==> src/rtl/pueo_l2_pkg.sv <==
// Shared types and defaults for the PUEO level-two trigger: L2 mode encoding,
// geometry defaults and trig_src bit positions.
package pueo_l2_pkg;

  localparam int NPOL_DEF     = 2;
  localparam int NSECT_DEF    = 12;
  localparam int NREGION_DEF  = 4;
  localparam int WIN_BITS_DEF = 3;
  localparam int NMETA_DEF    = 4;

  // Mode 3 is treated like L2_MODE_OFF.
  typedef enum logic [1:0] {
    L2_MODE_OR        = 2'd0,
    L2_MODE_NEIGHBOUR = 2'd1,
    L2_MODE_OFF       = 2'd2
  } l2_mode_e;

  // Bit positions inside src_mask_i / trig_src_o for the default polarization count.
  localparam int SRC_L2_0 = 0;
  localparam int SRC_LF   = NPOL_DEF;
  localparam int SRC_AUX  = NPOL_DEF + 1;

endpackage

==> src/rtl/pueo_l2_stretch.sv <==
// Array of retriggerable hit stretchers: each bit stays asserted for window
// extra ce cycles after its last hit. A new hit reloads the counter.
module pueo_l2_stretch
  import pueo_l2_pkg::*;
#(
  parameter int WIDTH    = 48,
  parameter int WIN_BITS = WIN_BITS_DEF
) (
  input  logic                clk_i,
  input  logic                rst_n_i,
  input  logic                ce_i,
  input  logic [WIDTH-1:0]    hit,
  input  logic [WIN_BITS-1:0] window,
  output logic [WIDTH-1:0]    stretched,
  output logic                any_hit
);

  logic [WIDTH-1:0]    hit_q;
  logic [WIN_BITS-1:0] cnt [WIDTH];

  // The counter holds during the cycle hit_q is high, so it covers exactly
  // window cycles beyond the registered hit.
  always_ff @(posedge clk_i) begin
    if (!rst_n_i) begin
      hit_q <= '0;
      // NOTE: the counter array is reset explicitly; a pending stretch must not
      // survive reset and produce a trigger from pre-reset hits.
      for (int i = 0; i < WIDTH; i++) cnt[i] <= '0;
    end else if (ce_i) begin
      hit_q <= hit;
      for (int i = 0; i < WIDTH; i++) begin
        if (hit[i])
          cnt[i] <= window;
        else if (cnt[i] != '0 && !hit_q[i])
          cnt[i] <= cnt[i] - WIN_BITS'(1);
      end
    end
  end

  always_comb begin
    stretched = '0;
    for (int i = 0; i < WIDTH; i++) stretched[i] = hit_q[i] | (cnt[i] != '0);
  end

  assign any_hit = |hit_q;

endmodule

==> src/rtl/pueo_leveltwo_coinc.sv <==
// PUEO L2 trigger: stretched neighbour coincidence (or V1 OR mode) per pol,
// merged with LF/aux, masked and held off to form trig_o; meta delayed to match.
module pueo_leveltwo_coinc
  import pueo_l2_pkg::*;
#(
  parameter int NPOL     = NPOL_DEF,
  parameter int NSECT    = NSECT_DEF,
  parameter int NREGION  = NREGION_DEF,
  parameter int WIN_BITS = WIN_BITS_DEF,
  parameter int NMETA    = NMETA_DEF
) (
  input  logic                        clk_i,
  input  logic                        rst_n_i,
  input  logic                        ce_i,
  input  logic [NPOL*NSECT*NREGION-1:0] hit_low_i,
  input  logic [NPOL*NSECT*NREGION-1:0] hit_high_i,
  input  logic [NPOL-1:0]             lf_i,
  input  logic                        aux_i,
  input  logic [1:0]                  mode_i,
  input  logic [WIN_BITS-1:0]         window_i,
  input  logic [NPOL+1:0]             src_mask_i,
  input  logic [15:0]                 holdoff_len_i,
  input  logic                        holdoff_i,
  input  logic                        dead_i,
  input  logic [NMETA*64-1:0]         meta_i,
  output logic [NMETA*64-1:0]         meta_o,
  output logic [NPOL-1:0]             leveltwo_o,
  output logic                        trig_o,
  output logic [NPOL+1:0]             trig_src_o,
  output logic                        busy_o
);

  localparam int NBIT = NSECT * NREGION;

  logic [NPOL-1:0][NBIT-1:0] s_low, s_high;
  logic [NPOL-1:0]           low_any, high_any_unused;

  for (genvar p = 0; p < NPOL; p++) begin : g_pol
    pueo_l2_stretch #(.WIDTH(NBIT), .WIN_BITS(WIN_BITS)) u_low (
      .clk_i, .rst_n_i, .ce_i,
      .hit       (hit_low_i[p*NBIT +: NBIT]),
      .window    (window_i),
      .stretched (s_low[p]),
      .any_hit   (low_any[p])
    );
    pueo_l2_stretch #(.WIDTH(NBIT), .WIN_BITS(WIN_BITS)) u_high (
      .clk_i, .rst_n_i, .ce_i,
      .hit       (hit_high_i[p*NBIT +: NBIT]),
      .window    (window_i),
      .stretched (s_high[p]),
      .any_hit   (high_any_unused[p])
    );
  end

  // Rotating high right by one sector lines high[s+1] up with low[s], ring wrap included.
  logic [NPOL-1:0] l2_next;
  always_comb begin
    l2_next = '0;
    for (int p = 0; p < NPOL; p++) begin
      case (mode_i)
        L2_MODE_NEIGHBOUR:
          l2_next[p] = |(s_low[p] & {s_high[p][NREGION-1:0], s_high[p][NBIT-1:NREGION]});
        L2_MODE_OR: l2_next[p] = low_any[p];
        default:    l2_next[p] = 1'b0;
      endcase
    end
  end

  logic [NPOL-1:0]     l2_q, lf_q1, lf_q2;
  logic                aux_q1, aux_q2;
  logic [NMETA*64-1:0] meta_q1, meta_q2;

  always_ff @(posedge clk_i) begin
    if (!rst_n_i) begin
      l2_q    <= '0;
      lf_q1   <= '0;
      lf_q2   <= '0;
      aux_q1  <= 1'b0;
      aux_q2  <= 1'b0;
      meta_q1 <= '0;
      meta_q2 <= '0;
    end else if (ce_i) begin
      l2_q    <= l2_next;
      lf_q1   <= lf_i;
      lf_q2   <= lf_q1;
      aux_q1  <= aux_i;
      aux_q2  <= aux_q1;
      meta_q1 <= meta_i;
      meta_q2 <= meta_q1;
    end
  end

  logic [15:0]     hold_cnt;
  logic [NPOL+1:0] cand;
  logic            fire;

  assign busy_o = (hold_cnt != '0);
  assign cand   = {aux_q2, |lf_q2, l2_q} & src_mask_i;
  assign fire   = ce_i & (|cand) & !holdoff_i & !dead_i & !busy_o;

  // NOTE: the master stage runs every clk so trig_o and leveltwo_o drop back
  // to 0 on the clk following the ce cycle, giving one-clk pulses.
  always_ff @(posedge clk_i) begin
    if (!rst_n_i) begin
      trig_o     <= 1'b0;
      trig_src_o <= '0;
      leveltwo_o <= '0;
      hold_cnt   <= '0;
      meta_o     <= '0;
    end else begin
      trig_o     <= fire;
      trig_src_o <= fire ? cand : '0;
      leveltwo_o <= ce_i ? l2_q : '0;
      if (fire)
        hold_cnt <= holdoff_len_i;
      else if (ce_i && busy_o)
        hold_cnt <= hold_cnt - 16'd1;
      if (ce_i) meta_o <= meta_q2;
    end
  end

endmodule

==> config.mk <==
export PLATFORM = sky130hd
export DESIGN_NAME = pueo_leveltwo_coinc
export DESIGN_NICKNAME = d
export VERILOG_FILES = /design/src/rtl/pueo_l2_pkg.sv /design/src/rtl/pueo_l2_stretch.sv /design/src/rtl/pueo_leveltwo_coinc.sv
export SDC_FILE = /design/constraint.sdc
export NUM_CORES = 2
export LEC_CHECK = 0
export ABC_CLOCK_PERIOD_IN_PS = 5800
export CORE_MARGIN = 3
export CORE_UTILIZATION = 55
export CTS_BUF_LIST = sky130_fd_sc_hd__clkbuf_2
export DETAILED_ROUTE_END_ITERATION = 10
export GPL_TIMING_DRIVEN = 0
export PLACE_DENSITY = 0.8
export SYNTH_ARGS = -nofsm -noshare
export SYNTH_HDL_FRONTEND = slang
export SYNTH_SLANG_ARGS = --single-unit
==> constraint.sdc <==
create_clock -name clk_i -period 5.8 [get_ports clk_i]
set_input_delay 1.16 -clock clk_i [delete_from_list [all_inputs] [get_ports clk_i]]
set_output_delay 1.16 -clock clk_i [all_outputs]
set_load 0.01 [all_outputs]
==> summary.md <==
| Metric | Value |
|---|---|
| Max Freq | `0.195 GHz` |
| Setup repair bufs after CTS | `0` |
| Hold Fails Final Rpt | `0` |
| Clk buf depth | `4` |
| Status | `finished, final reports clean` |
| RSZ-0062 raised after global routing | `false` |
| Clock latency on the worst-skew pair | `1.77 ns` |
| CTS H-tree depth | `5` |
| Gate Count Post-Synth | `7,857` |
| Area grow syn2layout | `21.7%` |
| RR Endpoint | `l2_q[0]` |
| Final Power | `25.2 mW` |
| Compound-Gate Fraction of Synth Area | `7.64%` |
| Drt initial violations | `6,389` |
| CP Depth | `5` |
| Via density | `5.70` |
| Ys Warns | `0` |
| Routed len/inst | `22.7 µm` |
| Reg clk slew, reported paths | `about 0.090 ns` |
| Post-synthesis xor/xnor area fraction | `2.25%` |
| Via Count | `65,190` |
| Mux share of post-synthesis cell area | `12.1%` |
| Dpl ws | `-0.207 ns` |
| Actual slew at the worst max-slew pin | `1.46 ns` |
| Main combinational cell family by area after synthesis | `simple AND/OR/NAND/NOR gates` |
| Setup CP Type | `reg2out` |
| Worst path required time | `around 4.6 ns` |
| Post-route ant nets | `0` |
| Critical Path Max Stage Delay | `0.66 ns` |
| Delay-heaviest family, CP | `simple AND/OR/NAND/NOR gates` |
| Gpl congestion | `0.973` |
| Largest net degree at the start of global routing | `17` |
| Commonest non-fill, non-tap cell in the layout | `nor2_1` |
| Critical-path top delay cell | `or3_1` |
| Final HPWL DP | `about 190,000 µm` |
| Sequential cell area fraction in the yosys report | `49.5%` |
| Pre-antenna DRT Iters | `6` |
| CP max FO | `8` |
| Detailed Route WL | `around 260,000 µm` |
| Share of cells above drive strength 1 | `7.15%` |
| Syn avg cell area | `9.54 µm²` |
| CTS tree | `done` |
| CP Cell Sequence | `inv_1, ha_1, nand4_1, or3_1, clkdlybuf4s50_1` |
| Die Y | `375 µm` |
| Die Area | `141,000 µm²` |
| Clk_skew | `between 0.1 and 0.15 ns` |
| Relative slew margins | `2.35%` |
| Core area | `134,000 µm²` |
| Cell Pwr Density | `276 nW/µm²` |
| DR DRC count | `0` |
| Static leakage | `around 38 nW` |
| Post-Synth Adder-Cell Area | `6.43%` |
| TritonCTS Buffers | `413` |
| Syn nets | `roughly 8,700` |
| Gr usage total | `~36%` |
| Port Buffer Count | `slightly above 600` |
| Post-route minimum period | `just over 5 ns` |
| R2R cell count | `7` |
| Final Net Count | `10,170` |
| Top_reg_cell synth | `dfxtp_1` |
| Worst vdd ir | `216 µV` |
| Crit path buf inv count | `2` |
| Die width | `approximately 380 µm` |
| Max-Cap Viols | `0` |
| Number of synthesized register bits | `1,567` |
| EDFF count, synth | `approximately 580` |
| Total grt overflow | `0` |
| R2R setup slack | `2.73 ns` |
| Netlist Area Pre-Place | `75,000 µm²` |
| Most frequent cells in the layout | `nor2_1 (1,529), dfxtp_1 (991), mux2i_1 (907), clkbuf_2 (627), clkdlybuf4s50_1 (608)` |
| Startpoint Class | `flip-flop` |
| Vias in the first global route | `65,455` |
| Max Slew Vio Count | `0` |
| HP Class | `in2reg` |
| Synth unique cells | `52` |
| Final setup vio count | `0` |
| Post-synthesis simple-gate area fraction | `16.6%` |
| Row Count | `between 100 and 150` |
| Ports | `745` |
| R2r startpoint | `g_pol[0].u_high.cnt[0][141]` |
| Setup crit start | `hold_cnt[0]` |
| Initial antenna violation count | `63` |
| Clock Sinks | `1,567` |
| CP Capture Type | `output port` |
| First-pass GRT wire length | `~380,000 µm` |
| Final worst-path cycle share | `88.4%` |
| Post-route worst setup slack | `0.674 ns` |
| CTS root buf | `clkbuf_2` |
| Worst EP arrival | `3.97 ns` |
| Setup crit end | `busy_o` |
| Starting Density | `55.8%` |
| Synth async-reset ratio | `0%` |
[synthesized netlist by cell type (57+ instances only)]
cell | number | share of area, %
nor2_1 | 1529 | 7.7
dfxtp_1 | 991 | 26
mux2i_1 | 907 | 12
edfxtp_1 | 576 | 23
a21oi_1 | 572 | 3.8
inv_1 | 520 | 2.6
clkbuf_1 | 421 | 2.1
nor3_1 | 406 | 2.7
ha_1 | 385 | 6.4
xnor2_1 | 193 | 2.3
nand2_1 | 176 | 0.88
o21ai_0 | 164 | 1.1
nor2b_1 | 163 | 1.4
nor3b_1 | 160 | 1.6
buf_1 | 136 | 0.68
a21o_1 | 113 | 1.1
nand3_1 | 65 | 0.43
o22ai_1 | 58 | 0.48
a211oi_1 | 57 | 0.57
nand2b_1 | 57 | 0.48
[layout make-up]
type	instances	area [µm²]
diodes	73	183
flip-flops and latches	1567	37100
plain buffers	560	2120
repair buffers	1032	10300
multi-input cells	5210	33800
well taps	1768	2210
clock buffers	627	3140
inverters	520	1950
fillers	10026	43300
clock inverters	82	373
[worst min-delay path, delay by kind of cell]
family / cells / cell delay (ns)
buf+inv: 1 / 0.46
simple gates: 1 / 0.12
compound gates: 1 / 0.07
[logic make-up (layout without fill, tap and decap cells)]
family                   count (synthesis)  count (layout)
AND/OR/NAND/NOR                       2713            2713
AO/OA/AOI/OAI                         1011            1011
buffers and inverters                 1080            2821
multiplexers                           908             908
XOR/XNOR                               193             193
adder cells (fa/ha/maj)                385             385
flip-flops                            1567            1567
other                                    0              73
[through the flow]
step	instance area [µm²]	TNS [ns]	utilization [%]	std cells	hold slack, ns
finish	91200	0	67.8	11439	0.162
global route	91100	0	67.8	11399	0.0254
CTS	91000	0	67.7	11366	0.00122
detailed placement	83300	-5.36	61.9	10233	0.470
global placement	83300	-5.28	61.9	10233	0.463
floorplan	75000	0	-	7857	0.427
[worst min path at each step]
stage | from | endpoint | slack [ns] | depth (start not counted)
2_1_floorplan | aux_q2 | trig_src_o[3] | 0.43 | 2
3_3_place_gp | hold_cnt[11] | hold_cnt[11] | 0.46 | 2
3_5_place_dp | g_pol[1].u_high.hit_q[40] | g_pol[1].u_high.hit_q[40] | 0.47 | 2
4_1_cts | hit_low_i[93] | g_pol[1].u_low.hit_q[45] | 0.001 | 3
5_1_grt | meta_i[250] | meta_q1[250] | 0.03 | 3
6_report | hit_low_i[89] | g_pol[1].u_low.hit_q[41] | 0.16 | 3
[layer usage]
layer	vias to the layer above	wire, µm	GRT usage [%]
met2	3516	119000	57.8
li1	29871	-	-
met5	-	292	0
met1	30799	90400	39.6
met4	28	22300	27.3
met3	976	28000	10.4
[state kept, by name, indices dropped and copies added (netlist names)]
register,flops
g_pol.u_high.hit_q,96
trig_o,1
leveltwo_o,2
aux_q1,1
lf_q1,2
l2_q,2
trig_src_o,4
meta_q1,256
g_pol.u_low.hit_q,96
meta_q2,256
meta_o,256
hold_cnt,16
g_pol.u_low.cnt,288
lf_q2,2
g_pol.u_high.cnt,288
aux_q2,1
[power breakdown]
group | internal, mW | switching [mW] | total (mW)
combinational | 2.07 | 2.84 | 4.92
clock | 2.92 | 4.71 | 7.62
sequential | 12.2 | 0.476 | 12.6
total | 17.2 | 8.02 | 25.2
[timing repair]
action                                 4_1_cts  5_1_grt
setup endpoints to repair                    0        0
gates resized for setup                      0        0
hold buffers                               424        0
endpoints found under the hold margin     1129        0
(Power assumes the default switching activity.)
